==> src/rtl/inv_pkg.sv <==
// Shared definitions for the Gauss-Jordan inversion sequencer.
package inv_pkg;

    // Default matrix order and matching index width
    localparam int unsigned DefN    = 3;
    localparam int unsigned DefIdxW = 2;

    // Micro-op codes driven to the datapath
    localparam logic [1:0] OP_CHK  = 2'b00;
    localparam logic [1:0] OP_SWAP = 2'b01;
    localparam logic [1:0] OP_NORM = 2'b10;
    localparam logic [1:0] OP_ELIM = 2'b11;

    // Control FSM states
    typedef enum logic [1:0] {
        StIdle  = 2'b00,
        StIssue = 2'b01,
        StWait  = 2'b10,
        StDone  = 2'b11
    } state_e;

    // Phase of the current micro-op; encoded as its op code so it drives op_code directly
    typedef enum logic [1:0] {
        PhChk  = OP_CHK,
        PhSwap = OP_SWAP,
        PhNorm = OP_NORM,
        PhElim = OP_ELIM
    } phase_e;

endpackage

==> src/rtl/inv_gj_sequencer.sv <==
// Gauss-Jordan control sequencer: walks pivots p and rows r, issuing CHK/SWAP/NORM/ELIM
// micro-ops to the datapath over a valid/ready + done handshake.
module inv_gj_sequencer
    import inv_pkg::*;
#(
    parameter int unsigned N     = DefN,
    parameter int unsigned IDX_W = DefIdxW
) (
    input  logic             clk_i,
    input  logic             rst_ni,
    input  logic             start_i,
    input  logic             abort_i,
    output logic             busy_o,
    output logic             done_o,
    output logic             singular_o,
    output logic             op_valid_o,
    input  logic             op_ready_i,
    output logic [1:0]       op_code_o,
    output logic [IDX_W-1:0] op_row_o,
    output logic [IDX_W-1:0] op_piv_o,
    input  logic             op_done_i,
    input  logic             op_zero_i
);

    localparam logic [IDX_W-1:0] LastIdx = IDX_W'(N - 1);
    localparam logic [IDX_W:0]   OneExt  = {{IDX_W{1'b0}}, 1'b1};

    state_e           state_q, state_d;
    phase_e           phase_q, phase_d;
    logic [IDX_W-1:0] p_q, p_d;
    logic [IDX_W-1:0] r_q, r_d;
    logic             busy_q, busy_d;
    logic             done_q, done_d;
    logic             sing_q, sing_d;
    logic             valid_q, valid_d;
    logic [IDX_W:0]   elim_nxt;
    logic             end_seq;

    // Next-state: sequence walk over (phase, p, r) plus handshake control
    always_comb begin
        state_d  = state_q;
        phase_d  = phase_q;
        p_d      = p_q;
        r_d      = r_q;
        busy_d   = busy_q;
        done_d   = 1'b0;
        sing_d   = sing_q;
        valid_d  = valid_q;
        end_seq  = 1'b0;
        // Next elimination row, stepping over the pivot row; one bit wider to see overflow
        elim_nxt = {1'b0, r_q} + OneExt;
        if (elim_nxt == {1'b0, p_q}) begin
            elim_nxt = elim_nxt + OneExt;
        end

        unique case (state_q)
            StIdle: begin
                if (start_i) begin
                    sing_d  = 1'b0;
                    p_d     = '0;
                    r_d     = '0;
                    phase_d = PhChk;
                    busy_d  = 1'b1;
                    valid_d = 1'b1;
                    state_d = StIssue;
                end
            end
            StIssue: begin
                if (op_ready_i) begin
                    valid_d = 1'b0;
                    state_d = StWait;
                end
            end
            StWait: begin
                if (op_done_i) begin
                    state_d = StIssue;
                    valid_d = 1'b1;
                    unique case (phase_q)
                        PhChk: begin
                            if (!op_zero_i) begin
                                // Non-zero on the diagonal normalises; found below needs a swap
                                phase_d = (r_q == p_q) ? PhNorm : PhSwap;
                            end else if (r_q == LastIdx) begin
                                sing_d  = 1'b1;
                                end_seq = 1'b1;
                            end else begin
                                r_d = r_q + IDX_W'(1);
                            end
                        end
                        PhSwap: begin
                            phase_d = PhNorm;
                            r_d     = p_q;
                        end
                        PhNorm: begin
                            phase_d = PhElim;
                            r_d     = (p_q == '0) ? IDX_W'(1) : '0;
                        end
                        PhElim: begin
                            if (elim_nxt <= {1'b0, LastIdx}) begin
                                r_d = elim_nxt[IDX_W-1:0];
                            end else if (p_q != LastIdx) begin
                                phase_d = PhChk;
                                p_d     = p_q + IDX_W'(1);
                                r_d     = p_q + IDX_W'(1);
                            end else begin
                                end_seq = 1'b1;
                            end
                        end
                        default: ;
                    endcase
                end
            end
            StDone: begin
                state_d = StIdle;
            end
            default: ;
        endcase

        if (end_seq) begin
            state_d = StDone;
            valid_d = 1'b0;
            busy_d  = 1'b0;
            done_d  = 1'b1;
        end

        // Abort wins over any progress; singular keeps its value
        if (abort_i) begin
            state_d = StIdle;
            valid_d = 1'b0;
            busy_d  = 1'b0;
            done_d  = 1'b0;
            sing_d  = sing_q;
        end
    end

    // State and registered outputs
    always_ff @(posedge clk_i or negedge rst_ni) begin
        if (!rst_ni) begin
            state_q <= StIdle;
            phase_q <= PhChk;
            p_q     <= '0;
            r_q     <= '0;
            busy_q  <= 1'b0;
            done_q  <= 1'b0;
            sing_q  <= 1'b0;
            valid_q <= 1'b0;
        end else begin
            state_q <= state_d;
            phase_q <= phase_d;
            p_q     <= p_d;
            r_q     <= r_d;
            busy_q  <= busy_d;
            done_q  <= done_d;
            sing_q  <= sing_d;
            valid_q <= valid_d;
        end
    end

    assign busy_o     = busy_q;
    assign done_o     = done_q;
    assign singular_o = sing_q;
    assign op_valid_o = valid_q;
    assign op_code_o  = phase_q;
    assign op_row_o   = r_q;
    assign op_piv_o   = p_q;

endmodule
==> config.mk <==
export PLATFORM = sky130hd
export DESIGN_NAME = inv_gj_sequencer
export DESIGN_NICKNAME = d
export VERILOG_FILES = /design/src/rtl/inv_pkg.sv /design/src/rtl/inv_gj_sequencer.sv
export SDC_FILE = /design/constraint.sdc
export NUM_CORES = 1
export LEC_CHECK = 0
export CORE_MARGIN = 3
export CORE_UTILIZATION = 47
export CTS_CLUSTER_SIZE = 12
export DETAILED_ROUTE_END_ITERATION = 16
export MAX_ROUTING_LAYER = met4
export PLACE_DENSITY_LB_ADDON = 0.12
export SLEW_MARGIN = 20
export SYNTH_ARGS = -nofsm -noshare
export SYNTH_HDL_FRONTEND = slang
export SYNTH_SLANG_ARGS = --single-unit
==> constraint.sdc <==
create_clock -name clk_i -period 2.6 [get_ports clk_i]
set_input_delay 0.26 -clock clk_i [delete_from_list [all_inputs] [get_ports clk_i]]
set_output_delay 0.26 -clock clk_i [all_outputs]
set_load 0.01 [all_outputs]
==> results_dict.tcl, run 1 <==
set metrics [dict create \
    synth-xor-area-share_pct 2.628 \
    ys_top_cells_by_area "dfrtp_1, ha_1, a21oi_1" \
    ys_async_sr_fraction_pct 100.0 \
    multi_input_area_um2 631.9 \
    arrival_ns 2.53 \
    synthSimpleGateAreaFrac_pct 19.40 \
    dieWidth_um 52.12 \
    cts.hold.buffers_added 0 \
    syn-num-nets 128 \
    criticalPathCategory "register to register" \
    hold_violations 0 \
    synth_top_flop_cell "dfrtp_1" \
    hp-class "input port to async pin" \
    fin_crit_ns 2.375 \
    yosys_register_bits 12 \
    fin_nets 146 \
    post_cts_resized 0 \
    finalPower_mw 0.4153 \
    yosysSeqAreaShare_pct 30.04 \
    crit_path_end_kind "register" \
    die_area_um2 2716 \
    drv_cap 0 \
    drive_gt1_share_pct 10.94 \
    gr-usage-all-layers_pct 20.50 \
    finish.utilization_pct 60.61 \
    rsz0062_at_grt "no" \
    coreArea_um2 1982 \
    cp_max_fo 6 \
    synth_area_um2 999.7 \
    relSlewSlack_pct 50.34 \
    ff_latch_area_um2 300.3 \
    area_growth_pct 20.15 \
    post_synth_num_cell_types 39 \
    synth_mux_area_share_pct 5.131 \
    syn_inst 112 \
    peakVddDrop_mv 0.2605 \
    r2r_start "op_row_o[1]" \
    antenna_found_initial 0 \
    post_drt_via_cell_ratio 5.710 \
    skew_ns 0.006811 \
    yosysWarnings 0 \
    synth_top_family_by_area "compound AO/OA/AOI/OAI gates" \
    synth_top_area_share_pct 30.04 \
    cts_tree "yes" \
    dp_hpwl_mm 1.840 \
    synth-compound-area-share_pct 24.78 \
    max_stage_delay_ns 0.45 \
    synthAdderAreaFrac_pct 11.26 \
    num_antenna_cells 0 \
    fin_crit_sh_pct 91.36 \
    worstMarginPinSlew_ns 0.7381 \
    cts_setup_buffers 0 \
    synth_common_cells "dfrtp_1, inv_1, a21oi_1, ha_1, nand2_1" \
    grt_start_max_net_pins 13 \
    p_leak_nw 0.4855 \
    die_h_um 52.12 \
    grt_overflow 0 \
    path_cells "ha_1 > xor2_1 > a21oi_1 > o21ai_2 > or2_4 > a2111oi_4 > o22ai_1" \
    cts.sinks 12 \
    ios 17 \
    max_freq_mhz 421.0 \
    gp_congestion 0.8874 \
    setup_viol 0 \
    cts.path.max_buffers 2 \
    h-tree-depth 1 \
    tns_ns 0 \
    crit_start "op_row_o[1]" \
    slew_viol_final 0 \
    required_ns 2.75 \
    power.density_nw_per_um2 345.7 \
    cp_num_buf_inv 0 \
    clk_pin_slew_ns 0.08 \
    row_count 16 \
    critPathTopFamily "compound AO/OA/AOI/OAI gates" \
    grt_pass1_wl_mm 4.043 \
    synth_edf_count 0 \
    fillCellCount 185 \
    outcome "completed" \
    routed_wl_mm 2.322 \
    wl_per_cell_um 14.98 \
    via_count 885 \
    cts-root-buf "clkbuf_4" \
    first_iter_violations 10 \
    syn_area_per_cell_um2 8.926 \
    cp_slowest_cell "dfrtp_1" \
    yosys.area.top_type "dfrtp_1" \
    initial_core_util_pct 50.44 \
    clock_latency_ns 0.27 \
    numCtsBuffers 3 \
    drc_errors 0 \
    ant_nets 0 \
    grt_pass1_vias 877 \
    crit_path_start_kind "register" \
    io_buffers 16 \
    first_pass_iters 4 \
]
-- path summary, 6_finish.rpt --
path / to / slack [ns] / depth (start not counted)
max: op_valid_o / 0.22 / 7
min: op_valid_o / 0.34 / 1
max reg2reg: op_valid_o / 0.22 / 7
min reg2reg: singular_o / 0.51 / 1
max in group asynchronous: busy_o / 1.89 / 1
min in group clk_i: singular_o / 0.51 / 1
-- routing by layer --
| metal | wire (um) | global-route usage (%) | vias to the layer above |
|---|---|---|---|
| met5 | 0 | - | - |
| met4 | 25 | 6.550 | 0 |
| met3 | 68 | 1.719 | 4 |
| met2 | 1162 | 34.10 | 16 |
| met1 | 1065 | 26.30 | 429 |
| li1 | - | - | 436 |
-- layout by cell type, fill, tap and decap left out, drive strengths merged, types with 5 or more instances in the layout --
| master | n |
|---|---|
| clkdlybuf4s50 | 16 |
| inv | 12 |
| dfrtp | 12 |
| a21oi | 9 |
| ha | 9 |
| nand2 | 7 |
| o21ai | 7 |
| nand3 | 5 |
| nor3 | 5 |
-- kinds of logic after synthesis --
family / after synthesis
compound gates: 33
mux: 5
flops: 12
xor+xnor: 3
fa+ha+maj: 9
simple gates: 34
buf+inv: 16
-- stage by stage --
| stage | instance area, um2 | worst slack, ns | cells | hold slack, ns |
|---|---|---|---|---|
| 2_1_floorplan | 999.7 | 0.01884 | 112 | -0.03559 |
| 3_3_place_gp | 1179 | 0.3183 | 152 | 0.4820 |
| 3_5_place_dp | 1179 | 0.2305 | 152 | 0.4876 |
| 4_1_cts | 1201 | 0.2178 | 155 | 0.3690 |
| 5_1_grt | 1201 | 0.06009 | 155 | 0.3834 |
| 6_report | 1201 | 0.2246 | 155 | 0.3424 |
-- flip-flops by register name (all words and copies together) (netlist names) --
| name | cells |
|---|---|
| state_q | 2 |
| op_code_o | 2 |
| done_o | 1 |
| op_valid_o | 1 |
| singular_o | 1 |
| busy_o | 1 |
| op_piv_o | 2 |
| op_row_o | 2 |
-- report_power, final --
group | switching, mW | total [mW] | internal, mW
Sequential | 0.00859 | 0.202 | 0.194
Clock | 0.0599 | 0.113 | 0.0536
Combinational | 0.0539 | 0.0993 | 0.0454
-- area by class of cell --
type,instances,share of cell area [%]
sequential,12,25.00
inverter,12,3.750
tap,27,2.813
timing repair buffer,17,13.96
clock buffer,3,1.875
multi-input combinational,84,52.60
Power figures use the tool's default switching activity.
==> inputs of run 2 (changes only) <==
--- a/config.mk
+++ b/config.mk
@@ -9,6 +9,8 @@
 export CORE_UTILIZATION = 47
 export CTS_CLUSTER_SIZE = 12
 export DETAILED_ROUTE_END_ITERATION = 16
+export GPL_ROUTABILITY_DRIVEN = 0
+export HOLD_SLACK_MARGIN = 0.05
 export MAX_ROUTING_LAYER = met4
 export PLACE_DENSITY_LB_ADDON = 0.12
 export SLEW_MARGIN = 20
==> results of run 2 <==
No change in the layout: final DEF, timing and power equal those of run 1.
==> inputs of run 3 (changes only) <==
--- a/config.mk
+++ b/config.mk
@@ -5,7 +5,7 @@
 export SDC_FILE = /design/constraint.sdc
 export NUM_CORES = 1
 export LEC_CHECK = 0
-export CORE_MARGIN = 3
+export CORE_MARGIN = 2
 export CORE_UTILIZATION = 47
 export CTS_CLUSTER_SIZE = 12
 export DETAILED_ROUTE_END_ITERATION = 16
==> run 3 against run 2 <==
Register-to-register slack is essentially flat; largest cell class unchanged; sequential power about the same; first-iteration DRC count rose by 110%; clock power increased by 4%; clock-buffer cell count is the same; non-clock buffer count unchanged; critical endpoint unchanged; die area down 7.5%.
==> results_dict.tcl, run 3 (synthesis results as in run 1) <==
set metrics [dict create \
    coreArea_um2 1982 \
    p_leak_nw 0.4855 \
    via_count 897 \
    max_freq_mhz 420.3 \
    required_ns 2.76 \
    grt_start_max_net_pins 13 \
    drv_cap 0 \
    gr-usage-all-layers_pct 21.58 \
    grt_overflow 0 \
    rsz0062_at_grt "no" \
    relSlewSlack_pct 45.73 \
    hold_violations 0 \
    cts.path.max_buffers 2 \
    slew_viol_final 0 \
    drc_errors 0 \
    routed_wl_mm 2.186 \
    fin_crit_ns 2.379 \
    internal_power_mw 0.2930 \
    finalNonFillerCells 155 \
    clkPwrFrac_pct 28.3 \
    first_iter_violations 21 \
    dp_hpwl_mm 1.723 \
    arrival_ns 2.54 \
    ios 17 \
    cp_max_fo 6 \
    clk_pin_slew_ns 0.08 \
    power.density_nw_per_um2 348.3 \
    wl_per_cell_um 14.10 \
    antenna_found_initial 0 \
    combPwrFrac_pct 23.4 \
    tns_ns 0 \
    fin_nets 146 \
    dieWidth_um 50.12 \
    post_drt_via_cell_ratio 5.787 \
    die_area_um2 2512 \
    setup_ws_ns 0.2210 \
    num_antenna_cells 0 \
    cts.hold.buffers_added 0 \
    grt_pass1_vias 881 \
    numCtsBuffers 3 \
    dpl_worst_slack_ns 0.2311 \
    clock_latency_ns 0.28 \
    first_pass_iters 4 \
    post_cts_resized 0 \
    criticalPathCategory "register to register" \
    final_common_cell "clkdlybuf4s50_1" \
    peakVddDrop_mv 0.3320 \
    worstMarginPinSlew_ns 0.8067 \
    io_buffers 16 \
    p_seq_share_pct 48.3 \
    final_cell_mix "clkdlybuf4s50_1, inv_1, dfrtp_1" \
    outcome "completed" \
    skew_ns 0.005443 \
    crit_path_start_kind "register" \
    cts_setup_buffers 0 \
    dpl.cell_count 152 \
    initial_core_util_pct 50.44 \
    fin_crit_sh_pct 91.50 \
    grt_pass1_wl_mm 4.008 \
    ant_nets 0 \
    cts_tree "yes" \
    cts-root-buf "clkbuf_4" \
    die_h_um 50.12 \
    row_count 16 \
    setup_viol 0 \
    area_growth_pct 20.15 \
    drive_gt1_share_pct 10.94 \
    crit_path_end_kind "register" \
    cts.sinks 12 \
    hp-class "input port to async pin" \
    swShare_pct 29.97 \
    p_sw_mw 0.1254 \
    fillCellCount 167 \
    h-tree-depth 1 \
]
==> run 3: stage by stage <==
step | power [mW] | hold slack (ns) | cell area (um2) | util [%]
2_1_floorplan | 0.2644 | -0.03559 | 999.7 | -
3_3_place_gp | 0.3037 | 0.4796 | 1179 | 59.47
3_5_place_dp | 0.3039 | 0.4803 | 1179 | 59.47
4_1_cts | 0.4249 | 0.3492 | 1201 | 60.61
5_1_grt | 0.4485 | 0.3787 | 1201 | 60.61
6_report | 0.4184 | 0.3322 | 1201 | 60.61
==> run 3: worst max-delay path: stages, from the launching register on <==
cell	delay, ns
dfrtp_1	0.46
ha_1	0.39
xor2_1	0.20
a21oi_1	0.29
o21ai_2	0.14
or2_4	0.29
a2111oi_4	0.36
o22ai_1	0.14
==> run 3: area by class of cell <==
class | count | area (um2) | area share, %
inverters | 12 | 45.04 | 3.750
repair buffers | 17 | 167.7 | 13.96
multi-input cells | 84 | 631.9 | 52.60
clock buffers | 3 | 22.52 | 1.875
well taps | 27 | 33.78 | 2.813
flip-flops and latches | 12 | 300.3 | 25.00
==> run 3: per-layer routing <==
layer,track usage [%],share of wire (%),vias to the layer above
met3,2.424,3.4,5
li1,-,-,438
met1,27.26,47,435
met4,12.04,2.5,0
met2,33.33,47,19
met5,-,0,-
==> run 3: power groups by stage <==
| stage | Combinational, mW | Clock, mW | Sequential (mW) |
|---|---|---|---|
| 2_1_floorplan | 0.0594 | 0 | 0.205 |
| 3_3_place_gp | 0.0982 | 0 | 0.205 |
| 3_5_place_dp | 0.0985 | 0 | 0.205 |
| 4_1_cts | 0.0990 | 0.124 | 0.202 |
| 5_1_grt | 0.111 | 0.134 | 0.203 |
| 6_report | 0.0981 | 0.118 | 0.202 |
==> run 3: path summary, 6_finish.rpt <==
path / start / end / slack, ns / cells past startpoint
setup / recovery: op_row_o[1] / op_valid_o / 0.22 / 7
hold / removal: rst_ni / state_q[0] / 0.33 / 1
setup reg to reg: op_row_o[1] / op_valid_o / 0.22 / 7
hold reg to reg: singular_o / singular_o / 0.50 / 1
max in group asynchronous: rst_ni / op_row_o[1] / 1.90 / 1
min in group clk_i: singular_o / singular_o / 0.50 / 1
